<file path="config.mk">
export PLATFORM = sky130hd
export DESIGN_NAME = lif_layer
export DESIGN_NICKNAME = d
export VERILOG_FILES = /design/src/rtl/lif_pkg.sv /design/src/rtl/lif_neuron_core.sv /design/src/rtl/lif_layer.sv
export SDC_FILE = /design/constraint.sdc
export NUM_CORES = 1
export LEC_CHECK = 0
export BUFFER_PORTS_ARGS = -buffer_cell sky130_fd_sc_hd__buf_2
export CAP_MARGIN = 20
export CORE_MARGIN = 3
export CORE_UTILIZATION = 58
export DETAILED_ROUTE_END_ITERATION = 10
export PLACE_DENSITY = 0.83
export SYNTH_ARGS = -nofsm -noshare
export SYNTH_HDL_FRONTEND = slang
export SYNTH_SLANG_ARGS = --single-unit
</file>
<file path="constraint.sdc">
create_clock -name clk -period 4.7 [get_ports clk]
set_clock_uncertainty 0.15 [all_clocks]
set_input_delay 0 -clock clk [delete_from_list [all_inputs] [get_ports clk]]
set_output_delay 0 -clock clk [all_outputs]
set_load 0.02 [all_outputs]
</file>
<file path="src/rtl/lif_pkg.sv">
// Shared constants and helpers for the LIF neuron layer.
// Defaults for width, leak, coupling and refractory length; W+2 sum width; saturating clamp.
package lif_pkg;

    localparam int LIF_W          = 8;
    localparam int LIF_LEAK_SHIFT = 1;
    localparam int LIF_COUPLE_W   = 64;
    localparam int LIF_REFRAC     = 2;

    // Two guard bits hold current + coupling + leaked state without wrapping.
    function automatic int sum_width(input int w);
        return w + 2;
    endfunction

    function automatic logic [31:0] sat(input logic [31:0] x, input int w);
        logic [31:0] max_v;
        max_v = (32'd1 << w) - 32'd1;
        return (x > max_v) ? max_v : x;
    endfunction

endpackage

</file>
<file path="src/rtl/lif_neuron_core.sv">
// One leaky integrate-and-fire neuron: sum, threshold compare, subtract-reset, saturate.
// Latency: 1 cycle per en step (state/spike registered); optional refractory via LIF_REFRACTORY_EN.
// Backpressure: none; en=0 freezes all state.
module lif_neuron_core
    import lif_pkg::*;
#(
    parameter int W          = LIF_W,
    parameter int LEAK_SHIFT = LIF_LEAK_SHIFT,
    parameter int COUPLE_W   = LIF_COUPLE_W
`ifdef LIF_REFRACTORY_EN
    ,
    parameter int REFRAC     = LIF_REFRAC
`endif
) (
    input  logic         clk,
    input  logic         rst_n,
    input  logic         en,
    input  logic         cin_spike,
    input  logic [W-1:0] current,
    input  logic [W-1:0] thr,
    output logic [W-1:0] state,
    output logic         spike,
    output logic         fire
);
    localparam int SW = sum_width(W);

    logic [SW-1:0] cur_x;
    logic [SW-1:0] cin_x;
    logic [SW-1:0] leak_x;
    logic [SW-1:0] sum;
    logic [SW-1:0] thr_x;
    logic [W-1:0]  state_nxt;
    logic          gate;

`ifdef LIF_REFRACTORY_EN
    localparam int RW = (REFRAC > 0) ? $clog2(REFRAC + 1) : 1;
    logic [RW-1:0] refr_cnt;

    assign gate = (REFRAC > 0) && (refr_cnt != '0);

    always_ff @(posedge clk or negedge rst_n) begin
        if (!rst_n) begin
            refr_cnt <= '0;
        end else if (en) begin
            if (fire)
                refr_cnt <= RW'(REFRAC);
            else if (gate)
                refr_cnt <= refr_cnt - 1'b1;
        end
    end
`else
    assign gate = 1'b0;
`endif

    // While refractory only the leaked state survives; inputs and coupling are ignored.
    always_comb begin
        cur_x     = gate ? '0 : SW'(current);
        cin_x     = (cin_spike && !gate) ? SW'(COUPLE_W) : '0;
        leak_x    = SW'(state >> LEAK_SHIFT);
        sum       = cur_x + cin_x + leak_x;
        thr_x     = SW'(thr);
        fire      = !gate && (thr != '0) && (sum >= thr_x);
        state_nxt = W'(sat(32'(fire ? (sum - thr_x) : sum), W));
    end

    always_ff @(posedge clk or negedge rst_n) begin
        if (!rst_n) begin
            state <= '0;
            spike <= 1'b0;
        end else if (en) begin
            state <= state_nxt;
            spike <= fire;
        end
    end

endmodule

</file>
<file path="src/rtl/lif_layer.sv">
// Chain of N LIF neurons; spike_in couples into neuron 0, neuron i-1 couples into neuron i.
// Latency: 1 cycle per en step, one extra step per coupling hop; LIF_REFRACTORY_EN adds refractory.
// Backpressure: none; en=0 holds every register including spike and spike_any.
module lif_layer
    import lif_pkg::*;
#(
    parameter int N          = 4,
    parameter int W          = LIF_W,
    parameter int LEAK_SHIFT = LIF_LEAK_SHIFT,
    parameter int COUPLE_W   = LIF_COUPLE_W
`ifdef LIF_REFRACTORY_EN
    ,
    parameter int REFRAC     = LIF_REFRAC
`endif
) (
    input  logic           clk,
    input  logic           rst_n,
    input  logic           en,
    input  logic           spike_in,
    input  logic [N*W-1:0] current,
    input  logic [W-1:0]   thr,
    output logic [N*W-1:0] state,
    output logic [N-1:0]   spike,
    output logic           spike_any
);
    logic [N-1:0] cin;
    logic [N-1:0] fire;

    for (genvar i = 0; i < N; i++) begin : g_neuron
        if (i == 0) begin : g_head
            assign cin[i] = spike_in;
        end else begin : g_link
            assign cin[i] = spike[i-1];
        end

        lif_neuron_core #(
            .W          (W),
            .LEAK_SHIFT (LEAK_SHIFT),
            .COUPLE_W   (COUPLE_W)
`ifdef LIF_REFRACTORY_EN
            ,
            .REFRAC     (REFRAC)
`endif
        ) u_core (
            .clk       (clk),
            .rst_n     (rst_n),
            .en        (en),
            .cin_spike (cin[i]),
            .current   (current[i*W +: W]),
            .thr       (thr),
            .state     (state[i*W +: W]),
            .spike     (spike[i]),
            .fire      (fire[i])
        );
    end

    // Registered from the same next-step fire vector so it aligns with spike.
    always_ff @(posedge clk or negedge rst_n) begin
        if (!rst_n)
            spike_any <= 1'b0;
        else if (en)
            spike_any <= |fire;
    end

endmodule

</file>
==> summary.md <==
| Metric | Value |
|---|---|
| Number of failing setup endpoints in the final timing report | 0 |
| Distinct cell type count of the synthesized netlist | 53 |
| Post-detailed-routing wire length | 11300 um |
| Wire length per cell | 16.5 um |
| Minimum setup slack among reg-to-reg paths | approximately 0.35 ns |
| Antenna fix cells | 0 |
| Launch point of the worst reg-to-reg path | g_neuron[1].u_core.state[2]$_DFFE_PN0P_ |
| Clock-pin slew of the registers on the worst-case setup and hold paths | 0.08 ns |
| Largest incremental delay on the critical path | 0.57 ns |
| Critical path class | reg -> reg |
| Setup tns final | 0 ns |
| Crit Path Max Fanout | 10 |
| Number of nets in the synthesized netlist | roughly 640 |
| Crit share post-route | 0.925 |
| Largest net degree at the start of global routing | 38 |
| Starting density of the core | 0.618 |
| Number of vias after detailed routing | 4168 |
| Area fraction of the dominant cell type after synthesis | 0.227 |
| Buffers on Ports | 80 |
| Maximum clock path buffer count | 2 |
| Result of the run | completed |
| Max Cap Viol | 0 |
| Sink Count | 37 |
| Number of nets still failing antenna checks after routing | 0 |
| Normalized max-slew margin | 0.422 |
| Die footprint | 9080 um2 |
| Average via count per standard cell | 6.12 |
| Signal arrival time at the worst endpoint | around 4.4 ns |
| Top delay family on crit path | compound AO/OA/AOI/OAI gates |
| Number of cells on the worst hold path | 3 |
| Register bit total from synthesis | 37 |
| Boundary Pins | 81 |
| Overall global routing resource usage | 0.259 |
| Count of final hold-check violations | 0 |
| Root Buffer | clkbuf_8 |
| Crit path capture type | flip-flop |
| Length of the first detailed-routing pass in iterations | 5 |
| Depth of the most critical reg-to-reg path | 15 |
| Synthesis Warnings | 0 |
| First-pass GRT wire length | 18800 um |
| Worst Hold Launch | thr[0] |
| Placer congestion estimate | 0.983 |
| RSZ-0062 raised after global routing | false |
| Std-Cell Rows | 31 |
| Clk Latency, worst-skew pair | between 0.2 and 0.3 ns |
| Commonest non-fill, non-tap cells in the layout | ha_1 (84), buf_2 (80), nor2_1 (53) |
| Fraction of registers with async set or reset after synthesis | 1.00 |
| Number of flops mapped to enable cells by yosys | 0 |
| Starting DRT DRC Count | 124 |
| Horiz. Die Dim | 95.3 um |
| Clock tree from TritonCTS | yes |
| Hold crit path type | in -> reg |
| Worst setup slack after layout | 0.352 ns |
| Share of layout cells above drive strength 1 | 0.187 |
| Met2 capacity usage during global routing | 0.469 |
| Global route total overflow | 0 |
| Most common cell after layout, fill and taps aside | ha_1 |
| WHS Endpoint | g_neuron[0].u_core.state[0]$_DFFE_PN0P_ |
| Max-slew violation count | 0 |
| Number of global-route vias before repair | 4194 |
| Initial antenna violation count | 0 |
| Global Route met1 Usage | 0.325 |
| Minimum period implied by the final worst setup slack | 4.35 ns |
| Mapped Avg Cell Area | 9.17 um2 |
| Levels on crit path | 15 |
| Startpoint Class | flip-flop |
| Layout Nets | ~720 |
| Area grow syn2layout | 12.3% |
| Sequential cell area fraction in the yosys report | 0.200 |
| Cell breakdown of the critical path | ha_1 -> ha_1 -> fa_1 -> a21o_1 -> a21oi_1 -> o21bai_1 -> a21oi_1 -> xnor2_1 -> ha_1 -> nand4_1 -> or2_2 -> nand2_1 -> o31a_1 -> mux2_4 -> o22a_1 |
| Required time reported for the critical path endpoint | 4.73 ns |
| Library cell appearing most often on the critical path | ha_1 |
| Worst flop-to-flop path endpoint | g_neuron[1].u_core.state[5]$_DFFE_PN0P_ |
| Synth area leaders | ha_1 (23%), dfrtp_1 (20%), xnor2_1 (5.7%) |
| Synthesized instance count | between 500 and 600 |
| Die Height | 95.3 um |
| Combined buffer and inverter count along the critical path | 0 |
| Peak-usage layer in the global routing report | met2 |
| CTS buffer count | 5 |
| Core region area | between 7000 and 8000 um2 |
| Detail Placement HPWL | approximately 9100 um |
| Transition time of the tightest slew-check pin | 0.867 ns |
| Number of levels in the clock H-tree | 2 |
| Post-route DRC violation count | 0 |
| Post-route worst hold slack | 0.0324 ns |
| Post-placement worst setup slack | ~0.42 ns |
| Slowest stage cell, crit path | o31a_1 |
| Predominant post-synthesis flop cell | dfrtp_1 |
| Post-synthesis cell area | 4620 um2 |
| Cell type with the largest total area after synthesis | ha_1 |
| Upper clock frequency limit | 230 MHz |
| Met3 Usage GRT | 0.0300 |
[Yosys cell counts, types with 3 or more instances]
cell type,number
o22a_1,8
nor3_1,9
nor4_1,5
nand3_1,6
mux2_4,6
ha_1,84
nand2_1,10
a21o_1,12
dfrtp_1,37
nand4_1,4
nand2b_1,6
o31a_1,8
and3_1,4
inv_1,23
nor2_1,53
a31oi_1,19
nor2b_1,10
clkbuf_1,7
mux2_1,4
o21bai_1,5
o21a_1,12
xor2_1,7
a21oi_1,43
buf_4,4
xnor2_1,30
o21ai_0,13
fa_1,12
o32ai_1,8
or2_2,3
mux2i_1,14
or3_1,6
mux2_2,4
o31ai_1,5
[metal layers]
metal  share of wire  vias up
li1                -     2053
met3           0.044       14
met2            0.51      108
met5               0        -
met1            0.43     1993
met4           0.014        0
[flip-flops by register name, indices dropped and copies added, names as in the netlist]
signal                 count
g_neuron.u_core.state     32
spike_any                  1
g_neuron.u_core.spike      4
[final cells by class]
class | instances | area, um2
Clock buffer | 7 | 86.3
Fill cell | 612 | 2290
Inverter | 23 | 86.3
Multi-Input combinational cell | 431 | 3540
Sequential cell | 37 | 926
Tap cell | 99 | 124
Timing Repair Buffer | 84 | 433
[worst min-delay path, stage by stage]
cell     delay [ns]
buf_2          0.16
ha_1           0.19
a31oi_1        0.08
[cells by family after synthesis]
logic type,Yosys count,share of synthesized area
AOI/OAI and AO/OA,150,0.219
and+or+nand+nor,120,0.127
adders and majority gates,96,0.279
xor gates and xnor gates,37,0.0701
DFF,37,0.200
buffers and inverters,36,0.0344
muxes,28,0.0693
[repair_timing]
action	4_1_cts	5_1_grt
buffers inserted	0	0
endpoints found under the hold margin	37	0
gates resized for setup	0	0
hold buffers	1	0
[through the flow]
| step | cells | utilization | instance area [um2] |
|---|---|---|---|
| after floorplan | 504 | - | 4620 |
| after global placement | 673 | 0.681 | 5100 |
| after detailed placement | 673 | 0.681 | 5100 |
| after CTS | 681 | 0.694 | 5190 |
| after global routing | 681 | 0.694 | 5190 |
| final | 681 | 0.694 | 5190 |
[worst max path at each step]
stage                                                    endpoint                               startpoint
after floorplan           g_neuron[3].u_core.state[0]$_DFFE_PN0P_  g_neuron[3].u_core.state[2]$_DFFE_PN0P_
after global placement    g_neuron[1].u_core.state[7]$_DFFE_PN0P_  g_neuron[1].u_core.state[2]$_DFFE_PN0P_
after detailed placement  g_neuron[1].u_core.state[5]$_DFFE_PN0P_  g_neuron[1].u_core.state[2]$_DFFE_PN0P_
after CTS                 g_neuron[1].u_core.state[5]$_DFFE_PN0P_  g_neuron[1].u_core.state[2]$_DFFE_PN0P_
after global routing      g_neuron[1].u_core.state[5]$_DFFE_PN0P_  g_neuron[1].u_core.state[2]$_DFFE_PN0P_
final                     g_neuron[1].u_core.state[5]$_DFFE_PN0P_  g_neuron[1].u_core.state[2]$_DFFE_PN0P_
Power is not shown: default switching activity piles up to over one toggle a cycle in this logic, so the estimate is an artifact.
